## src/rtl/if_id_buffer.sv

```systemverilog
`default_nettype none
// ============================================================================
//  Module      : if_id_buffer
//  Description : Small in-order FIFO between the Fetch stage (PC + IM) and
//                the Decode stage of the 5-stage MIPS pipeline. Fetch pushes
//                one {instr, pc} pair per cycle. Decode pops the head through
//                a valid/ready handshake. Back-pressure reaches Fetch through
//                in_ready (EnPC). A redirect flush discards every entry.
//  Revision    : 1.0 - initial release
// ----------------------------------------------------------------------------
//  Ports
//    clk        in   1        pipeline clock, rising edge
//    reset      in   1        asynchronous, active-low reset
//    in_valid   in   1        Fetch offers an instr/PC this cycle
//    in_ready   out  1        buffer can accept (drives EnPC)
//    in_instr   in   32       instruction from IM
//    in_pc      in   32       PC of in_instr
//    flush      in   1        synchronous discard of all entries
//    out_valid  out  1        head entry valid for Decode
//    out_ready  in   1        Decode consumes the head this cycle
//    out_instr  out  32       head instruction, 0 (nop) when empty
//    out_pc     out  32       head PC, 0 when empty
//    out_pc8    out  32       head PC + 8 (link value), 0 when empty
//    count      out  PTR_W+1  occupied entries, 0..DEPTH
// ============================================================================
module if_id_buffer #(
    parameter int DEPTH = 2,
    parameter int PTR_W = 1
) (
    input  logic             clk,
    input  logic             reset,
    input  logic             in_valid,
    output logic             in_ready,
    input  logic [31:0]      in_instr,
    input  logic [31:0]      in_pc,
    input  logic             flush,
    output logic             out_valid,
    input  logic             out_ready,
    output logic [31:0]      out_instr,
    output logic [31:0]      out_pc,
    output logic [31:0]      out_pc8,
    output logic [PTR_W:0]   count
);

    localparam logic [PTR_W:0]   c_FULL    = DEPTH[PTR_W:0];
    localparam logic [PTR_W-1:0] c_PTR_ONE = {{(PTR_W-1){1'b0}}, 1'b1};
    localparam logic [PTR_W:0]   c_CNT_ONE = {{PTR_W{1'b0}}, 1'b1};

    // Each entry holds {instr, pc}.
    logic [63:0]      r_mem [DEPTH];
    logic [PTR_W-1:0] r_wr_ptr;
    logic [PTR_W-1:0] r_rd_ptr;
    logic [PTR_W:0]   r_count;

    logic             w_push;
    logic             w_pop;
    logic             w_not_empty;
    logic [63:0]      w_head;

    // in_ready depends only on registered occupancy. A full buffer therefore
    // refuses a push even while Decode pops in the same cycle, which keeps
    // EnPC off any combinational path from the Decode stall logic.
    assign in_ready    = (r_count != c_FULL);
    assign w_not_empty = (r_count != '0);
    assign out_valid   = w_not_empty;

    assign w_push = in_valid & in_ready;
    assign w_pop  = w_not_empty & out_ready;

    assign w_head    = r_mem[r_rd_ptr];
    assign out_instr = w_not_empty ? w_head[63:32] : 32'h0000_0000;
    assign out_pc    = w_not_empty ? w_head[31:0]  : 32'h0000_0000;
    assign out_pc8   = w_not_empty ? (w_head[31:0] + 32'd8) : 32'h0000_0000;
    assign count     = r_count;

    // Entry storage carries no reset: contents are only observed once
    // r_count says they were written. A push that coincides with a flush is
    // dropped, so it is not written either.
    always_ff @(posedge clk) begin
        if (w_push && !flush) begin
            r_mem[r_wr_ptr] <= {in_instr, in_pc};
        end
    end

    // Pointers wrap naturally because DEPTH is a power of two.
    always_ff @(posedge clk or negedge reset) begin
        if (!reset) begin
            r_wr_ptr <= '0;
            r_rd_ptr <= '0;
            r_count  <= '0;
        end else if (flush) begin
            r_wr_ptr <= '0;
            r_rd_ptr <= '0;
            r_count  <= '0;
        end else begin
            if (w_push) begin
                r_wr_ptr <= r_wr_ptr + c_PTR_ONE;
            end
            if (w_pop) begin
                r_rd_ptr <= r_rd_ptr + c_PTR_ONE;
            end
            if (w_push && !w_pop) begin
                r_count <= r_count + c_CNT_ONE;
            end else if (w_pop && !w_push) begin
                r_count <= r_count - c_CNT_ONE;
            end
        end
    end

endmodule
`default_nettype wire

```

## config.mk

```make
export PLATFORM = sky130hd
export DESIGN_NAME = if_id_buffer
export DESIGN_NICKNAME = d
export VERILOG_FILES = /design/src/rtl/if_id_buffer.sv
export SDC_FILE = /design/constraint.sdc
export NUM_CORES = 1
export LEC_CHECK = 0
export ABC_AREA = 1
export BUFFER_PORTS_ARGS = -buffer_cell sky130_fd_sc_hd__buf_2
export CELL_PAD_IN_SITES_DETAIL_PLACEMENT = 0
export CELL_PAD_IN_SITES_GLOBAL_PLACEMENT = 2
export CORE_MARGIN = 2
export CORE_UTILIZATION = 29
export DETAILED_ROUTE_END_ITERATION = 10
export PLACE_DENSITY = 0.77
export SETUP_SLACK_MARGIN = 0.05
export SLEW_MARGIN = 20
export SYNTH_ARGS = -nofsm -noshare
export SYNTH_HDL_FRONTEND = slang
export SYNTH_SLANG_ARGS = --single-unit
```

## constraint.sdc

```tcl
create_clock -name clk -period 3.56 [get_ports clk]
set_input_delay 0.356 -clock clk [delete_from_list [all_inputs] [get_ports clk]]
set_output_delay 0.356 -clock clk [all_outputs]
set_load 0.02 [all_outputs]
```

==> results.sh, run 1 <==
export IMPL_status="completed"
export IMPL_drv_cap=0
export IMPL_multi_input_area_um2=1930
export IMPL_area_delta_synth_final_pct=28.1
export IMPL_synth_simple_area_share=0.242
export IMPL_gp_congestion=0.778
export IMPL_synth_cells=642
export IMPL_cpMostUsedCell="nand2_1"
export IMPL_grt_overflow_total=0
export IMPL_critical_path_slowest_cell="buf_4"
export IMPL_hold_ws_ns=0.130
export IMPL_ys_flop_type="edfxtp_1"
export IMPL_core_area_um2=21100
export IMPL_routed_wl_um=16100
export IMPL_hold_path_class="primary input to flop"
export IMPL_rsz0062_at_grt="no"
export IMPL_drt_vias_per_instance=4.24
export IMPL_grt_usage=0.143
export IMPL_timing_fmax_ghz=0.323
export IMPL_final_util=0.380
export IMPL_antenna_left=0
export IMPL_max_stage_delay_ns=0.61
export IMPL_dieArea_um2=22800
export IMPL_slew_headroom=0.514
export IMPL_cp_num_buf_inv=3
export IMPL_synth_cells_most_frequent="223 x nand2_1, 128 x edfxtp_1, 64 x inv_1"
export IMPL_drt_pass1_iter_count=5
export IMPL_yosysTopAreaCell="edfxtp_1"
export IMPL_antenna_found_initial=4
export IMPL_post_drt_wl_per_cell_um=14.6
export IMPL_yosys_area_share_xor_xnor=0.00280
export IMPL_final_cell_count_no_fill=1102
export IMPL_cts_sinks=132
export IMPL_startpoint_type="flop"
export IMPL_root_buffer="clkbuf_16"
export IMPL_worstSkewPairLatency_ns=0.41
export IMPL_period_needed_ns=3.10
export IMPL_fillerInstances=2202
export IMPL_cts_tree="built"
export IMPL_path_delay_family="simple AND/OR/NAND/NOR gates"
export IMPL_yosysMostFrequentCell="nand2_1"
export IMPL_cp_startpoint="r_rd_ptr"
export IMPL_drc=0
export IMPL_dpl_hpwl_um=11500
export IMPL_port_buffers=168
export IMPL_grt_pass1_wl_um=24500
export IMPL_synth_top_family_by_area="simple AND/OR/NAND/NOR gates"
export IMPL_synth_ff_latch_count=132
export IMPL_path_cells="buf_4 > nand2_1 > nand2_1 > nand2_1 > nor2_1 > nand2_1 > nor2_4 > nand2_1 > nand2_1 > nand2_1 > inv_1 > buf_2"
export IMPL_synth_cell_types=27
export IMPL_seqCellArea_um2=3950
export IMPL_cts_setup_buffers=0
export IMPL_powerDensity_nw_per_um2=568
export IMPL_drive_gt1_frac=0.313
export IMPL_first_iter_violations=180
export IMPL_die_w_um=151
export IMPL_worstPathArrival_ns=2.74
export IMPL_final_setup_tns_ns=0
export IMPL_start_util=0.297
export IMPL_setup_viol=0
export IMPL_ys_warnings_count=0
export IMPL_fin_area_um2=8010
export IMPL_critPathMaxFanout=63
export IMPL_cts_buffer_depth=2
export IMPL_fin_crit_sh=0.871
export IMPL_r2r_start="count[0]"
export IMPL_synth_mux_area_fraction=0
export IMPL_avgSynthCellArea_um2=9.74
export IMPL_ios=169
export IMPL_worstHoldStart="in_instr[18]"
export IMPL_synth_compound_area_share=0.0578
export IMPL_rows=53
export IMPL_synth_area_um2=6260
export IMPL_place_inst=1066
export IMPL_clock_skew_ns=0.00585
export IMPL_synth_fp_nets=712
export IMPL_cp_end_kind="primary output"
export IMPL_place_area_um2=7380
export IMPL_required_ns=3.20
export IMPL_p_leak_nw=3.61
export IMPL_synth_edf_count=128
export IMPL_die_h_um=151
export IMPL_grt_max_degree=64
export IMPL_seq_area_frac_synth=0.630
export IMPL_cts_buffers=17
export IMPL_synthTopCellsByArea="edfxtp_1 61%, nand2_1 13%, a21oi_1 4.2%"
export IMPL_synthAdderAreaFrac=0.00200
export IMPL_num_vias=4672
export IMPL_cts_resized=0
export IMPL_grt_pass1_vias=4492
export IMPL_clk_pin_slew_ns=0.06
export IMPL_worst_pin_slew_ns=0.729
export IMPL_hold_viol=0
export IMPL_async_flop_share=0.0303
export IMPL_htreeDepth=4
export IMPL_ir_drop_mv=0.307
export IMPL_synth_top_area_frac=0.614
export IMPL_crit_type="flop to primary output"
export IMPL_nets=881
export IMPL_slew_viol_final=0
## worst paths after layout
check | endpoint | slack [ns] | cells after the start
worst max register to register | count[0] | 1.35 | 8
min in group asynchronous | r_wr_ptr | 0.29 | 2
worst min-delay path | r_mem[0][50] | 0.13 | 1
max in group asynchronous | r_rd_ptr | 3.14 | 2
worst max-delay path | out_pc8[26] | 0.46 | 12
worst min register to register | r_wr_ptr | 0.55 | 1
## metal layers
layer	track usage	part of all wire	up-vias
met5	0	0.00099	-
met4	0.0435	0.011	2
met3	0.0431	0.078	16
met2	0.220	0.44	157
met1	0.195	0.47	2056
li1	-	-	2441
## per-stage QoR
stage / total power, mW / setup slack (ns)
2_1_floorplan: 2.46 / 0.400
3_3_place_gp: 2.78 / 0.780
3_5_place_dp: 2.78 / 0.796
4_1_cts: 4.60 / 0.349
5_1_grt: 4.76 / 0.134
6_report: 4.55 / 0.460
## timing repair
item	in CTS	in global routing
endpoints found under the setup margin	0	0
endpoints found under the hold margin	4	0
hold buffers	1	0
## where the power goes
group	leakage (nW)	switching (mW)	total, mW	internal, mW
Sequential	1.23	0.0206	1.80	1.78
Clock	0.305	0.692	1.81	1.12
Combinational	2.08	0.676	0.937	0.262
Total	3.61	1.39	4.55	3.16
## flip-flops by register name, summed over array words and instances, names as in the netlist
signal,count
count,2
r_mem,128
r_rd_ptr,1
r_wr_ptr,1
## layout by cell type, fill, tap and decap left out, types with 2 or more instances in the layout
master     count
clkbuf_16     17
bufinv_16      3
nor2_4        10
nand4_1        3
inv_1         64
diode_2        3
dfrtp_1        3
clkinv_4       5
o21ai_0        9
nor2_8         2
nor2_2         8
nand2_2       22
buf_4          7
edfxtp_1     128
a21oi_1       52
xor2_1         2
o21ai_1        5
o21ai_2        2
nand2_4        4
nor3_1         2
nand3_1       16
nor2_1        55
buf_2        168
nand2_1      223
inv_6          5
## kinds of logic after synthesis
family,count (synthesis)
adder cells (fa/ha/maj),1
buffers and inverters,92
AO/OA/AOI/OAI,70
flip-flops,132
AND/OR/NAND/NOR,345
XOR/XNOR,2
## area by class of cell
| class | instances | area share |
|---|---|---|
| Antenna cell | 3 | 0.000937 |
| Clock buffer | 17 | 0.0531 |
| Clock inverter | 15 | 0.0242 |
| Inverter | 65 | 0.0304 |
| Multi-Input combinational cell | 418 | 0.241 |
| Sequential cell | 132 | 0.492 |
| Tap cell | 275 | 0.0429 |
| Timing Repair Buffer | 177 | 0.115 |
No activity file was read; power rests on OpenSTA's default activity.
==> run 2, diff against run 1 <==
RECOVER_POWER = 50   (was not set)
==> results.sh, run 2 (synthesized netlist as in run 1, its figures left out) <==
export IMPL_routed_wl_um=16200
export IMPL_die_w_um=151
export IMPL_grt_pass1_vias=4492
export IMPL_r2r_cells=5
export IMPL_grt_max_degree=64
export IMPL_r2r_start="count[0]"
export IMPL_final_cell_count_no_fill=1100
export IMPL_start_util=0.297
export IMPL_core_area_um2=21100
export IMPL_first_iter_violations=168
export IMPL_cts_resized=0
export IMPL_power_frac_comb=0.204
export IMPL_worstSkewPairLatency_ns=0.41
export IMPL_period_needed_ns=3.11
export IMPL_regMostFlops="r_mem"
export IMPL_port_buffers=168
export IMPL_final_setup_tns_ns=0
export IMPL_nets=881
export IMPL_final_cell_mix="223 x nand2_1, 129 x buf_2, 128 x edfxtp_1"
export IMPL_startpoint_type="flop"
export IMPL_worstHoldStart="in_instr[18]"
export IMPL_place_inst=1066
export IMPL_antenna_found_initial=3
export IMPL_ios=169
export IMPL_area_delta_synth_final_pct=26.7
export IMPL_pwr_share_clk=0.400
export IMPL_drv_cap=1
export IMPL_drt_vias_per_instance=4.26
export IMPL_post_drt_wl_per_cell_um=14.7
export IMPL_whs_path_depth=1
export IMPL_rows=53
export IMPL_drive_gt1_frac=0.263
export IMPL_hold_path_class="primary input to flop"
export IMPL_dpl_hpwl_um=11500
export IMPL_regToRegSetupSlack_ns=0.64
export IMPL_layout_commonest_cell="nand2_1"
export IMPL_root_buffer="clkbuf_16"
export IMPL_cp_startpoint="r_rd_ptr"
export IMPL_multi_input_area_um2=1910
export IMPL_slew_headroom=-0.0791
export IMPL_min_delay_worst_endpoint="r_mem[0][50]"
export IMPL_cp_end_kind="primary output"
export IMPL_drc=0
export IMPL_powerDensity_nw_per_um2=573
export IMPL_worstPathArrival_ns=2.76
export IMPL_htreeDepth=4
export IMPL_cts_buffer_depth=2
export IMPL_timing_fmax_ghz=0.321
export IMPL_dieArea_um2=22800
export IMPL_fin_crit_sh=0.874
export IMPL_num_vias=4685
export IMPL_hold_viol=0
export IMPL_seqCellArea_um2=3950
export IMPL_p_switching_mw=1.39
export IMPL_worst_pin_slew_ns=1.62
export IMPL_ir_drop_mv=0.308
export IMPL_clock_skew_ns=0.00667
export IMPL_clk_pin_slew_ns=0.06
export IMPL_timing_final_ws_setup_ns=0.448
export IMPL_cts_sinks=132
export IMPL_drt_pass1_iter_count=4
export IMPL_p_int_mw=3.15
export IMPL_p_leak_nw=3.50
export IMPL_grt_overflow_total=0
export IMPL_status="finished, violations left"
export IMPL_power_share_sequential=0.396
export IMPL_antenna_left=0
export IMPL_setup_viol=0
export IMPL_worstReg2RegEnd="r_mem[1][20]"
export IMPL_grt_usage=0.143
export IMPL_rsz0062_at_grt="no"
export IMPL_die_h_um=151
export IMPL_critPathMaxFanout=63
export IMPL_largest_reg_flops=128
export IMPL_slew_viol_final=60
export IMPL_required_ns=3.20
export IMPL_switching_share=0.306
export IMPL_cts_buffers=17
export IMPL_grt_pass1_wl_um=24500
export IMPL_violations="max-capacitance violations, max-slew violations"
export IMPL_p_total_mw=4.54
export IMPL_place_ws_ns=0.796
export IMPL_crit_type="flop to primary output"
export IMPL_cts_tree="built"
export IMPL_gp_congestion=0.778
export IMPL_fillerInstances=2215
## run 2: area by class of cell
class                   instances  share of cell area
diodes                          1            0.000316
clock buffers                  17              0.0537
clock inverters                15              0.0245
inverters                      65              0.0308
multi-input cells             418               0.241
flip-flops and latches        132               0.498
well taps                     275              0.0434
repair buffers                177               0.108
## run 2: power by group through the flow
stage / Combinational [mW] / Sequential (mW) / Clock, mW
floorplan: 0.626 / 1.83 / 0
CTS: 0.956 / 1.80 / 1.85
global route: 1.03 / 1.80 / 1.92
global placement: 0.955 / 1.83 / 0
finish: 0.928 / 1.80 / 1.82
detailed placement: 0.953 / 1.83 / 0
## run 2: through the flow
step	util	instance area (µm²)	hold slack [ns]
final	0.376	7930	0.125
after global routing	0.376	7930	0.115
after CTS	0.380	8010	0.109
after detailed placement	0.350	7380	0.177
after global placement	0.350	7380	0.180
after floorplan	-	6260	0.0604
## run 2: worst max-delay path: stages, from the launching register on
cell,delay (ns)
dfrtp_2,0.42
buf_4,0.61
nand2_1,0.15
nand2_1,0.17
nand2_1,0.09
nor2_1,0.21
nand2_1,0.13
nor2_4,0.17
nand2_1,0.07
nand2_1,0.06
nand2_1,0.04
inv_1,0.04
buf_2,0.15
## run 2: worst max-delay path by stage
stage / to / slack, ns / depth (start not counted)
after floorplan: r_mem[0][0] / 0.40 / 6
after global placement: out_pc8[26] / 0.78 / 12
after detailed placement: out_pc8[26] / 0.80 / 12
after CTS: out_pc8[26] / 0.35 / 12
after global routing: out_pc8[26] / 0.13 / 12
final: out_pc8[26] / 0.45 / 12
## run 2: what timing repair did
| item | CTS | global route |
|---|---|---|
| setup buffers | 0 | 0 |
| endpoints found under the hold margin | 4 | 0 |
| hold buffers | 1 | 0 |
## run 2: metal layers
metal | global-route usage | vias up | wire length (µm)
met4 | 0.0435 | 2 | 187
li1 | - | 2437 | -
met5 | 0 | - | 16
met3 | 0.0431 | 20 | 1320
met2 | 0.220 | 155 | 7090
met1 | 0.195 | 2071 | 7580
